<file path="config.mk">
export PLATFORM = sky130hd
export DESIGN_NAME = pipe_stage_buffer
export DESIGN_NICKNAME = d
export VERILOG_FILES = /design/src/rtl/pipe_pkg.sv /design/src/rtl/pipe_slot.sv /design/src/rtl/pipe_stage_buffer.sv
export SDC_FILE = /design/constraint.sdc
export NUM_CORES = 1
export LEC_CHECK = 0
export BUFFER_PORTS_ARGS = -buffer_cell sky130_fd_sc_hd__buf_2
export CAP_MARGIN = 20
export CELL_PAD_IN_SITES_DETAIL_PLACEMENT = 1
export CELL_PAD_IN_SITES_GLOBAL_PLACEMENT = 1
export CORE_MARGIN = 1.5
export CORE_UTILIZATION = 25
export CTS_BUF_LIST = sky130_fd_sc_hd__clkbuf_4
export DETAILED_ROUTE_END_ITERATION = 8
export PLACE_DENSITY = 0.64
export SYNTH_ARGS = -nofsm -noshare
export SYNTH_HDL_FRONTEND = slang
export SYNTH_SLANG_ARGS = --single-unit
</file>
<file path="constraint.sdc">
create_clock -name clk -period 18.2 [get_ports clk]
set_input_delay 0.91 -clock clk [delete_from_list [all_inputs] [get_ports clk]]
set_output_delay 0.91 -clock clk [all_outputs]
set_load 0.02 [all_outputs]
</file>
<file path="src/rtl/pipe_pkg.sv">
// Shared constants for the elastic pipeline-stage registers: control-bundle bit positions,
// default field widths and the ID/EX data-word layout.
package pipe_pkg;

  localparam int unsigned CTRL_REGDST    = 0;
  localparam int unsigned CTRL_JUMP      = 1;
  localparam int unsigned CTRL_BRANCH    = 2;
  localparam int unsigned CTRL_MEMREAD   = 3;
  localparam int unsigned CTRL_MEMTOREG  = 4;
  localparam int unsigned CTRL_ALUOP_LSB = 5;
  localparam int unsigned CTRL_MEMWRITE  = 9;
  localparam int unsigned CTRL_ALUSRC    = 10;
  localparam int unsigned CTRL_REGWRITE  = 11;

  localparam int unsigned CTRL_W_DEFAULT = 12;
  localparam int unsigned DATA_W_DEFAULT = 32;
  localparam int unsigned ADDR_W_DEFAULT = 5;

  localparam int unsigned W_NEXTPC = 0;
  localparam int unsigned W_RD1    = 1;
  localparam int unsigned W_RD2    = 2;
  localparam int unsigned W_SEXT   = 3;
  localparam int unsigned W_JDIR   = 4;

endpackage

</file>
<file path="src/rtl/pipe_slot.sv">
// One payload register of the stage buffer: control field, opaque payload and a valid bit.
// Clear zeroes control and valid but leaves the payload untouched.
module pipe_slot
  import pipe_pkg::*;
#(
  parameter int unsigned CTRL_W = CTRL_W_DEFAULT,
  parameter int unsigned PAY_W  = 32
) (
  input  logic              clk,
  input  logic              rst,
  input  logic              load,
  input  logic              clear,
  input  logic              validNext,
  input  logic [CTRL_W-1:0] ctrlNext,
  input  logic [PAY_W-1:0]  payNext,
  output logic              valid,
  output logic [CTRL_W-1:0] ctrl,
  output logic [PAY_W-1:0]  pay
);

  always_ff @(posedge clk or posedge rst) begin
    if (rst) begin
      valid <= 1'b0;
      ctrl  <= '0;
      pay   <= '0;
    end else begin
      valid <= clear ? 1'b0 : validNext;
      if (clear) begin
        ctrl <= '0;
      end else if (load) begin
        ctrl <= ctrlNext;
      end
      if (load && !clear) begin
        pay <= payNext;
      end
    end
  end

endmodule

</file>
<file path="src/rtl/pipe_stage_buffer.sv">
// Elastic pipeline-stage register: valid/ready handshake over a main slot plus one skid slot,
// synchronous flush, occupancy report and a saturating stall counter.
module pipe_stage_buffer
  import pipe_pkg::*;
#(
  parameter int unsigned CTRL_W              = CTRL_W_DEFAULT,
  parameter int unsigned DATA_W              = DATA_W_DEFAULT,
  parameter int unsigned NDATA               = 5,
  parameter int unsigned ADDR_W              = ADDR_W_DEFAULT,
  parameter int unsigned STALL_CNT_W         = 16,
  parameter bit          ZERO_CTRL_ON_BUBBLE = 1'b1
) (
  input  logic                    clk,
  input  logic                    rst,
  input  logic                    in_valid,
  output logic                    in_ready,
  input  logic [CTRL_W-1:0]       ctrl_i,
  input  logic [NDATA*DATA_W-1:0] data_i,
  input  logic [ADDR_W-1:0]       rt_i,
  input  logic [ADDR_W-1:0]       rd_i,
  output logic                    out_valid,
  input  logic                    out_ready,
  output logic [CTRL_W-1:0]       ctrl_o,
  output logic [NDATA*DATA_W-1:0] data_o,
  output logic [ADDR_W-1:0]       rt_o,
  output logic [ADDR_W-1:0]       rd_o,
  input  logic                    flush,
  output logic [1:0]              occupancy,
  output logic [STALL_CNT_W-1:0]  stall_cnt,
  input  logic                    stall_cnt_clr
);

  localparam int unsigned DW    = NDATA * DATA_W;
  localparam int unsigned PAY_W = DW + 2 * ADDR_W;

  logic              mainValid, skidValid;
  logic [CTRL_W-1:0] mainCtrl, skidCtrl, mainCtrlNext;
  logic [PAY_W-1:0]  mainPay, skidPay, mainPayNext, inPay;
  logic              mainLoad, skidLoad, mainFromSkid;
  logic              mainValidNext, skidValidNext;
  logic              accept, fire;
  logic [STALL_CNT_W-1:0] stallCntQ;

  assign in_ready = ~skidValid;
  assign accept   = in_valid & in_ready;
  assign fire     = mainValid & out_ready;
  assign inPay    = {rd_i, rt_i, data_i};

  always_comb begin
    mainLoad      = 1'b0;
    skidLoad      = 1'b0;
    mainFromSkid  = 1'b0;
    mainValidNext = mainValid;
    skidValidNext = skidValid;
    if (flush) begin
      mainValidNext = 1'b0;
      skidValidNext = 1'b0;
    end else if (!mainValid) begin
      mainLoad      = accept;
      mainValidNext = accept;
    end else if (fire) begin
      if (skidValid) begin
        mainLoad      = 1'b1;
        mainFromSkid  = 1'b1;
        skidValidNext = 1'b0;
      end else begin
        mainLoad      = accept;
        mainValidNext = accept;
      end
    end else begin
      // accept implies the skid is empty, so it is never overwritten
      skidLoad      = accept;
      skidValidNext = skidValid | accept;
    end
  end

  assign mainCtrlNext = mainFromSkid ? skidCtrl : ctrl_i;
  assign mainPayNext  = mainFromSkid ? skidPay : inPay;

  pipe_slot #(
    .CTRL_W (CTRL_W),
    .PAY_W  (PAY_W)
  ) uMain (
    .clk       (clk),
    .rst       (rst),
    .load      (mainLoad),
    .clear     (flush),
    .validNext (mainValidNext),
    .ctrlNext  (mainCtrlNext),
    .payNext   (mainPayNext),
    .valid     (mainValid),
    .ctrl      (mainCtrl),
    .pay       (mainPay)
  );

  pipe_slot #(
    .CTRL_W (CTRL_W),
    .PAY_W  (PAY_W)
  ) uSkid (
    .clk       (clk),
    .rst       (rst),
    .load      (skidLoad),
    .clear     (flush),
    .validNext (skidValidNext),
    .ctrlNext  (ctrl_i),
    .payNext   (inPay),
    .valid     (skidValid),
    .ctrl      (skidCtrl),
    .pay       (skidPay)
  );

  assign out_valid = mainValid;
  assign data_o    = mainPay[DW-1:0];
  assign rt_o      = mainPay[DW +: ADDR_W];
  assign rd_o      = mainPay[DW + ADDR_W +: ADDR_W];
  assign occupancy = {1'b0, mainValid} + {1'b0, skidValid};

  // Stale control left in an empty main slot must not reach the next stage
  if (ZERO_CTRL_ON_BUBBLE) begin : gen_ctrl_gate
    assign ctrl_o = mainCtrl & {CTRL_W{mainValid}};
  end else begin : gen_ctrl_pass
    assign ctrl_o = mainCtrl;
  end

  always_ff @(posedge clk or posedge rst) begin
    if (rst) begin
      stallCntQ <= '0;
    end else if (stall_cnt_clr) begin
      stallCntQ <= '0;
    end else if (mainValid && !out_ready && !(&stallCntQ)) begin
      stallCntQ <= stallCntQ + STALL_CNT_W'(1);
    end
  end

  assign stall_cnt = stallCntQ;

endmodule

</file>
After elaboration in Yosys (flattened, before gate mapping)
Cells that the tools add are included.
{"block": "classes", "add_sub_neg": 2, "n_mul": 0, "n_div": 0, "n_lt_le_gt_ge": 0, "eq_ne": 0, "shifts": 0, "mux": 25, "bitwise": 5, "n_reduce_logical": 12}
{"op": "2-to-1 mux 170 bit", "count": 1}
{"op": "2-to-1 mux 12 bit", "count": 5}
{"op": "2-to-1 mux 16 bit", "count": 2}
{"op": "2-to-1 mux 1 bit", "count": 17}
{"op": "adder 16 x 1 -> 16 bit (second input constant)", "count": 1}
{"op": "AND reduction 16 bit", "count": 1}
{"op": "AND 12 bit", "count": 1}
{"op": "nonzero test 2 bit", "count": 4}
{"op": "logical AND 1 bit", "count": 4}
{"op": "logical NOT 1 bit", "count": 3}
{"op": "adder 1 x 1 -> 2 bit", "count": 1}
{"op": "AND 1 bit", "count": 2}
{"op": "NOT 1 bit", "count": 1}
{"op": "OR 1 bit", "count": 1}
{"block": "word_totals", "ff_bits": 382, "latch_bits": 0, "mem_bits_rw": 0, "mem_bits_ro": 0, "input_bits": 188, "word_cells": 51, "mem_count": 0}

Logic depth before layout (Yosys ltp)
Gate-level depths: netlist of the first run.
{"block": "logic_depth", "depth_word": 8, "mapped_depth": 7}

Modules after synthesis
A second synthesis of the first run with hierarchy kept.
{"block": "hier_totals", "hier_cells": 1134, "area_unflattened_um2": 16906.2}
{"module": "pipe_slot", "instances": 2, "cells_each": 401, "area_per_inst_um2": 6847.8, "seq_area_each_um2": 4579.4}
{"module": "pipe_stage_buffer", "instances": 1, "cells_each": 332, "area_per_inst_um2": 3210.6, "seq_area_each_um2": 400.4}

Worst setup path before layout of the first run
OpenSTA, ideal clock, no wires.
{"block": "synth_timing", "path_type": "input to register", "start": "input out_ready", "end": "register stallCntQ[14], in the netlist stall_cnt[14]", "setup_time_ns": 0.077, "arrival_time_ns": 2.109, "setup_slack_ns": 16.014, "cell_stages": 5, "cell_sequence": "nand3b_1 > or3_1 > buf_2 > or4_1 > a21oi_1"}
{"block": "synth_between", "elab_chain_cells": 4}
{"item": "start: declaration", "line": "pipe_stage_buffer.sv:22", "text": "input logic out_ready,"}
{"item": "logical NOT 1 bit", "line": "pipe_stage_buffer.sv:130", "text": "end else if (mainValid && !out_ready && !(&stallCntQ)) begin"}
{"item": "logical AND 1 bit (2 in a row)", "line": "pipe_stage_buffer.sv:130"}
{"item": "nonzero test 2 bit (no line)"}
{"item": "end signal: assignment", "line": "pipe_stage_buffer.sv:131", "text": "stallCntQ <= stallCntQ + STALL_CNT_W'(1);"}
{"item": "end: declaration", "line": "pipe_stage_buffer.sv:42", "text": "logic [STALL_CNT_W-1:0] stallCntQ;"}
No other way between the ends.
A chain may end at the register's enable or synchronous reset.

Worst setup path after layout of the first run
{"block": "layout_timing", "start": "register uMain.valid", "end": "register uMain.pay[36]"}
{"block": "layout_between", "elab_chain_cells": 5, "elab_cells_between_ends": 9}
{"item": "start: declaration", "line": "pipe_slot.sv:16", "text": "output logic valid,"}
{"item": "start signal: assignment", "line": "pipe_slot.sv:27", "text": "valid <= clear ? 1'b0 : validNext;"}
{"item": "AND 1 bit", "line": "pipe_stage_buffer.sv:46", "text": "assign fire = mainValid & out_ready;"}
{"item": "2-to-1 mux 1 bit", "line": "pipe_stage_buffer.sv:61", "text": "end else if (fire) begin"}
{"item": "2-to-1 mux 1 bit", "line": "pipe_stage_buffer.sv:58", "text": "end else if (!mainValid) begin"}
{"item": "2-to-1 mux 1 bit", "line": "pipe_stage_buffer.sv:55", "text": "if (flush) begin"}
{"item": "2-to-1 mux 170 bit / logical AND 1 bit (equally long branches)", "line": "pipe_stage_buffer.sv:78, pipe_slot.sv:33"}
{"item": "end signal: assignment", "line": "pipe_slot.sv:34", "text": "pay <= payNext;"}
{"item": "end: declaration", "line": "pipe_slot.sv:18", "text": "output logic [PAY_W-1:0] pay"}
Parallel ways exist; a longest one is shown, timed or not.

==> results_dict.tcl, run 1 <==
set metrics [dict create \
    status "complete, no violations" \
    finalWirelength_mm 44.2 \
    p_leak_nw 10.3 \
    cts_tree "built" \
    nets 1910 \
    synthAdderAreaFrac 0.00155 \
    via_per_inst 4.42 \
    yosys.area.top_type "dfrtp_1" \
    yosysTopAreaCellShare 0.594 \
    worstSkewPairLatency_ns 0.81 \
    ys_ff_latch 382 \
    num_vias 11713 \
    hold_viol 0 \
    crit_buf_inv 3 \
    num_rows 92 \
    worst-endpoint-required_ns 18.83 \
    fin_crit_sh 0.203 \
    dp_slack_ns 14.04 \
    ys_warn_count 0 \
    cts-resized-gates 0 \
    fp.dieH_um 257 \
    seq_area_frac_synth 0.594 \
    numCtsBuffers 105 \
    postRouteAntennaNets 0 \
    synthFlopType "dfrtp_1" \
    muxShareOfSynthArea 0.233 \
    synth_nets 1484 \
    hpwl_mm 29.4 \
    relSlewSlack 0.290 \
    report.final.slew_viol_count 0 \
    total_power_mw 2.38 \
    slowest_stage "buf_4" \
    synth_compound_area_frac 0.0785 \
    crit_type "flip-flop to flip-flop" \
    start_util 0.254 \
    cp.arrival_ns 4.33 \
    grt_max_degree 179 \
    antenna_found_initial 12 \
    fin_ws_ns 14.50 \
    finalWorstPathRequiredPeriod_ns 3.70 \
    synth_xor_area_frac 0 \
    cts.sinks 382 \
    core_um2 63300 \
    cts.root.buffer_cell "clkbuf_4" \
    wl_per_cell_um 16.7 \
    max_stage_delay_ns 0.84 \
    grt_overflow 0 \
    drt_iter0_markers 435 \
    crit_family "buffers and inverters" \
    worstPathCellList "nand4b_1 -> buf_4 -> buf_4 -> buf_4 -> mux2i_1 -> a21oi_1" \
    drv_cap 0 \
    syn_area_um2 16100 \
    synth_area_leaders "dfrtp_1 (59%), mux2_2 (12%), mux2i_1 (11%)" \
    first_pass_iters 4 \
    avgSynthCellArea_um2 12.4 \
    fin_setup_tns_ns 0 \
    path_clk_slew_ns 0.07 \
    synth_edf_count 0 \
    fp.dieW_um 257 \
    critPathMaxFanout 48 \
    synth_top_family_by_area "multiplexers" \
    peakVddDrop_mv 0.0535 \
    worstMarginPinSlew_ns 1.06 \
    portBuffers 389 \
    die_area_um2 65900 \
    place.gp.congestion 0.759 \
    postCtsSetupBuffers 0 \
    hp-class "input pin to asynchronous set/reset pin" \
    end_kind "flip-flop" \
    h-tree-depth 3 \
    io_pins 390 \
    synth_async_sr_flop_share 1.00 \
    grt_pass1_wl_mm 71.1 \
    grtUsageTotal 0.134 \
    synthSimpleGateAreaFrac 0.0654 \
    yosys.cell_types.count 40 \
    drc 0 \
    clock_skew_ns 0.0455 \
    syn_inst 1294 \
    cts_buffer_depth 3 \
    grt_pass1_vias 12883 \
    p_per_area_nw_per_um2 117 \
    drive_gt1_frac 0.420 \
    crit_top_cell "buf_4" \
    area_growth_pct 25.8 \
    fmax_mhz 271 \
    rsz0062_at_grt "false" \
    finalSetupViolCount 0 \
    ctsHoldBuffers 0 \
    cp-start-kind "flip-flop" \
]
==> placed cells by master (no fill, tap or decap), types with 2 or more instances in the layout <==
cell type / n
mux2i_1: 183
ha_1: 2
inv_1: 5
bufinv_16: 3
buf_4: 15
and3_1: 2
nand4_1: 5
or3_1: 6
mux2_2: 171
diode_2: 6
a22o_1: 12
o21ai_0: 7
nor3_1: 3
o41ai_1: 2
buf_2: 389
clkbuf_4: 165
o2bb2ai_1: 12
o31ai_1: 3
a211oi_1: 4
nand3_1: 3
dfrtp_1: 382
nor2_1: 177
or4_1: 4
and2_1: 12
a21oi_1: 184
nor2b_1: 2
clkinv_1: 13
clkinvlp_4: 2
nand2_1: 8
nand2b_1: 4
==> power by group <==
part	switching (mW)	total (mW)	leakage, nW	internal (mW)
logic	0.255	0.448	4.92	0.193
clock network	0.360	0.810	0.831	0.450
registers	0.0938	1.12	4.53	1.03
==> cell families after synthesis <==
family                   Yosys count
AND/OR/NAND/NOR                  237
multiplexers                     354
AO/OA/AOI/OAI                    227
flip-flops                       382
buffers and inverters             92
adder cells (fa/ha/maj)            2
==> sequential cells by signal, summed over array words and instances, names as in the netlist <==
register and cells:
stall_cnt 16, uMain.ctrl 12, uMain.pay 170, uMain.valid 1, uSkid.ctrl 12, uSkid.pay 170, uSkid.valid 1
==> path summary, 6_finish.rpt <==
check	cells after the start	to	start	slack, ns
setup / recovery	6	uMain.pay[36]	uMain.valid	14.50
hold / removal	2	uSkid.valid	rst	0.23
setup reg to reg	6	uMain.pay[36]	uMain.valid	14.50
hold reg to reg	1	uMain.ctrl[6]	uMain.ctrl[6]	0.48
max in group asynchronous	4	uSkid.pay[52]	rst	15.58
min in group clk	2	uSkid.pay[78]	data_i[78]	0.33
==> per-stage QoR <==
step                 util  instances  hold slack [ns]  area, µm²
floorplan               -       1294            0.449      16100
global placement    0.297       2458            0.468      18800
detailed placement  0.298       2459            0.475      18800
CTS                 0.320       2644           0.0887      20200
global route        0.320       2648            0.136      20300
finish              0.320       2650            0.228      20300
==> metal layers <==
metal / vias up / global-route usage / part of all wire
met5: - / 0 / 0.0026
met4: 16 / 0.0544 / 0.023
met3: 89 / 0.0487 / 0.073
met2: 327 / 0.220 / 0.49
met1: 5802 / 0.158 / 0.41
li1: 5479 / - / -
==> layout make-up <==
class | instances | area, µm²
Clock inverter | 20 | 166
Sequential cell | 382 | 9560
Multi-Input combinational cell | 820 | 6110
Antenna cell | 6 | 15.0
Inverter | 6 | 30.0
Fill cell | 7210 | 43100
Tap cell | 846 | 1060
Clock buffer | 165 | 1240
Timing Repair Buffer | 405 | 2080
==> cell usage after synthesis, types with 2 or more instances <==
cell type,instances
nand4_1,5
nor3_1,4
nand2b_1,4
a22o_1,12
nor2_1,177
clkbuf_1,11
a211oi_1,4
mux2_2,171
o21ai_0,7
inv_1,6
buf_2,73
or4_1,4
o2bb2ai_1,12
nand3_1,3
ha_1,2
a21oi_1,184
dfrtp_1,382
mux2i_1,183
and3_1,2
and2_1,12
nand2_1,8
or3_1,6
o31ai_1,3
nor2b_1,2
o41ai_1,2
==> worst register-to-register path, delay by kind of cell, from the launching register on <==
family / cells / cell delay (ns)
flops: 1 / 0.61
simple gates: 1 / 0.21
mux: 1 / 0.34
buf+inv: 3 / 2.27
compound gates: 1 / 0.09
Power figures use the tool's default switching activity.
==> inputs of run 2 (changes only) <==
Settings changed: ABC_AREA set to 1, PLACE_DENSITY 0.64 to 0.66.
Clock period 18.2 ns to 3.8 ns, I/O delays scaled along.
==> run 2 against run 1 <==
Sequential power rose to 4.7 times the previous value; first-iteration DRC count rose by 73%; clock skew rose by 0.022 ns; critical path depth rose by 2; synthesized area rose by 5.1%; flip-flop and latch count did not move; largest power group unchanged; count of clock-buffer cells in the layout fell by 11; die area rose by 5.0%; critical endpoint is now uMain.pay[101]; utilization rose by 3.2 points.
==> results_dict.tcl, run 2 <==
set metrics [dict create \
    fin_setup_tns_ns 0 \
    ys_ff_latch 382 \
    wl_per_cell_um 18.0 \
    reg2regPathDepth 8 \
    critPathLaunch "uMain.valid" \
    rr_startpoint "uMain.valid" \
    hpwl_mm 37.0 \
    reg2reg_to "uMain.pay[101]" \
    cts.root.buffer_cell "clkbuf_4" \
    avgSynthCellArea_um2 9.07 \
    grt_max_degree 195 \
    synth_edf_count 0 \
    report.final.slew_viol_count 0 \
    hp-class "input pin to flip-flop" \
    numCtsBuffers 114 \
    num_rows 95 \
    area_growth_pct 39.4 \
    cp-start-kind "flip-flop" \
    cts_tree "built" \
    fp.dieH_um 263 \
    grtUsageTotal 0.182 \
    final_cell_mix "nand2_1 (497), buf_2 (389), dfrtp_1 (382)" \
    crit_family "buffers and inverters" \
    worstPathCellList "buf_4 -> nand2_4 -> o21ai_2 -> nor2_4 -> nand2_8 -> buf_4 -> nand2_1 -> o31ai_1" \
    io_pins 390 \
    met1_usage 0.216 \
    clock_skew_ns 0.0674 \
    worstMarginPinSlew_ns 1.23 \
    fp.dieW_um 263 \
    yosysTopAreaCellShare 0.565 \
    hold_viol 0 \
    rsz0062_at_grt "false" \
    antenna_found_initial 9 \
    synth_async_sr_flop_share 1.00 \
    finalSetupViolCount 0 \
    grt_busiest_layer "met2" \
    worstSkewPairLatency_ns 0.91 \
    relSlewSlack 0.179 \
    cts-resized-gates 0 \
    portBuffers 389 \
    nets 2716 \
    cts.sinks 382 \
    grt_pass1_vias 18186 \
    status "complete, no violations" \
    start_util 0.252 \
    h-tree-depth 3 \
    grt_overflow 0 \
    syn_area_um2 16900 \
    cts_buffer_depth 3 \
    postCtsSetupBuffers 0 \
    p_per_area_nw_per_um2 480 \
    drt_iter0_markers 753 \
    yosys.cell_types.count 29 \
    cp.depth 8 \
    synthFlopType "dfrtp_1" \
    fin_crit_sh 0.774 \
    synth_nets 2055 \
    core_um2 67000 \
    fillers 7978 \
    cp.arrival_ns 3.68 \
    via_per_inst 4.65 \
    worst-endpoint-required_ns 4.54 \
    drv_cap 0 \
    drive_gt1_frac 0.255 \
    num_vias 16180 \
    synth.most_common_cell "nand2_1" \
    yosys.area.top_type "dfrtp_1" \
    synth_area_leaders "dfrtp_1 (56%), nand2_1 (11%), nor2_1 (8.0%)" \
    postRouteAntennaNets 0 \
    ys_warn_count 0 \
    die_area_um2 69300 \
    fin_cells 3483 \
    fmax_mhz 340 \
    finalWorstPathRequiredPeriod_ns 2.94 \
    crit_top_cell "buf_4" \
    grt_pass1_wl_mm 101 \
    place.gp.congestion 0.807 \
    path_clk_slew_ns 0.08 \
    end_kind "flip-flop" \
    met2_usage 0.317 \
    finalWirelength_mm 62.8 \
    use_met3 0.0458 \
    first_pass_iters 5 \
    dpl.cell_count 3020 \
    slowest_stage "buf_4" \
    syn_inst 1865 \
    seq_area_frac_synth 0.565 \
    drc 0 \
    crit_type "flip-flop to flip-flop" \
    peakVddDrop_mv 0.254 \
    setup.worst_path.end "uMain.pay[101]" \
    yosys-top-cells-count "nand2_1 (498), dfrtp_1 (382), nor2_1 (359), o31ai_1 (150), nand3_1 (149)" \
    reg2reg_slack_ns 0.86 \
    crit_buf_inv 2 \
    critPathMaxFanout 124 \
    final_common_cell "nand2_1" \
    p_leak_nw 12.2 \
    max_stage_delay_ns 0.77 \
]
==> run 2: changes by cell type in the layout (fill, tap and decap cells not counted), sizes merged, moves of 146 or more <==
cell         previous run  this run
mux2i                 183         0
a21oi                 184         3
nand2                   8       501
nand3                   3       149
o31ai                   3       170
nor2                  177       363
dlygate4sd3             0       263
==> run 2: worst min-delay path by stage <==
stage / from / to / slack (ns) / cells past startpoint
finish: data_i[42] / uSkid.pay[42] / 0.12 / 4
global route: data_i[122] / uSkid.pay[122] / 0.02 / 4
CTS: data_i[72] / uSkid.pay[72] / 0.00007 / 4
detailed placement: rst / uMain.pay[112] / 0.39 / 2
global placement: rst / uMain.pay[112] / 0.40 / 2
floorplan: flush / uMain.valid / 0.25 / 1
==> run 2: final cells by class <==
class	count	area (µm²)	area share
clock inverters	38	159	0.00674
well taps	873	1090	0.0463
flip-flops and latches	382	9560	0.405
multi-input cells	1297	6500	0.276
inverters	54	214	0.00907
clock buffers	154	1160	0.0490
diodes	8	20.0	0.000849
repair buffers	677	4890	0.207
==> run 2: worst reg2reg max path: cells and delay by family, from the launching register on <==
family / cells / cell delay, ns
DFF: 1 / 0.44
buffers and inverters: 2 / 1.13
and+or+nand+nor: 4 / 1.01
AOI/OAI and AO/OA: 2 / 0.24
==> run 2: what timing repair did <==
item	4_1_cts	5_1_grt
endpoints found under the hold margin	556	0
hold buffers	263	0
setup endpoints to repair	0	0
==> run 2: cell families after synthesis <==
group / count (synthesis) / synth area share
DFF: 382 / 0.565
xor gates and xnor gates: 6 / 0.00311
muxes: 47 / 0.0384
and+or+nand+nor: 1025 / 0.243
buffers and inverters: 186 / 0.0519
AOI/OAI and AO/OA: 217 / 0.0969
adders and majority gates: 2 / 0.00148
==> run 2: power by group <==
group          total [mW]  internal (mW)  switching, mW
sequential           5.26           4.82          0.444
clock                3.77           1.86           1.91
combinational        2.30          0.948           1.35
==> run 2: per-stage QoR <==
step / util / worst slack (ns) / hold WS (ns) / power [mW] / cell area (µm²)
2_1_floorplan: - / -1.52 / 0.253 / 6.55 / 16900
3_3_place_gp: 0.292 / 0.958 / 0.395 / 7.29 / 19600
3_5_place_dp: 0.293 / 0.842 / 0.389 / 7.41 / 19600
4_1_cts: 0.352 / 0.747 / 0.0000678 / 11.5 / 23600
5_1_grt: 0.352 / 0.531 / 0.0164 / 12.0 / 23600
6_report: 0.352 / 0.857 / 0.115 / 11.3 / 23600
==> run 2: metal layers <==
layer	vias to the layer above	wire length (µm)
met3	143	3200
li1	7528	-
met2	404	31000
met4	6	2010
met1	8099	26500
met5	-	34
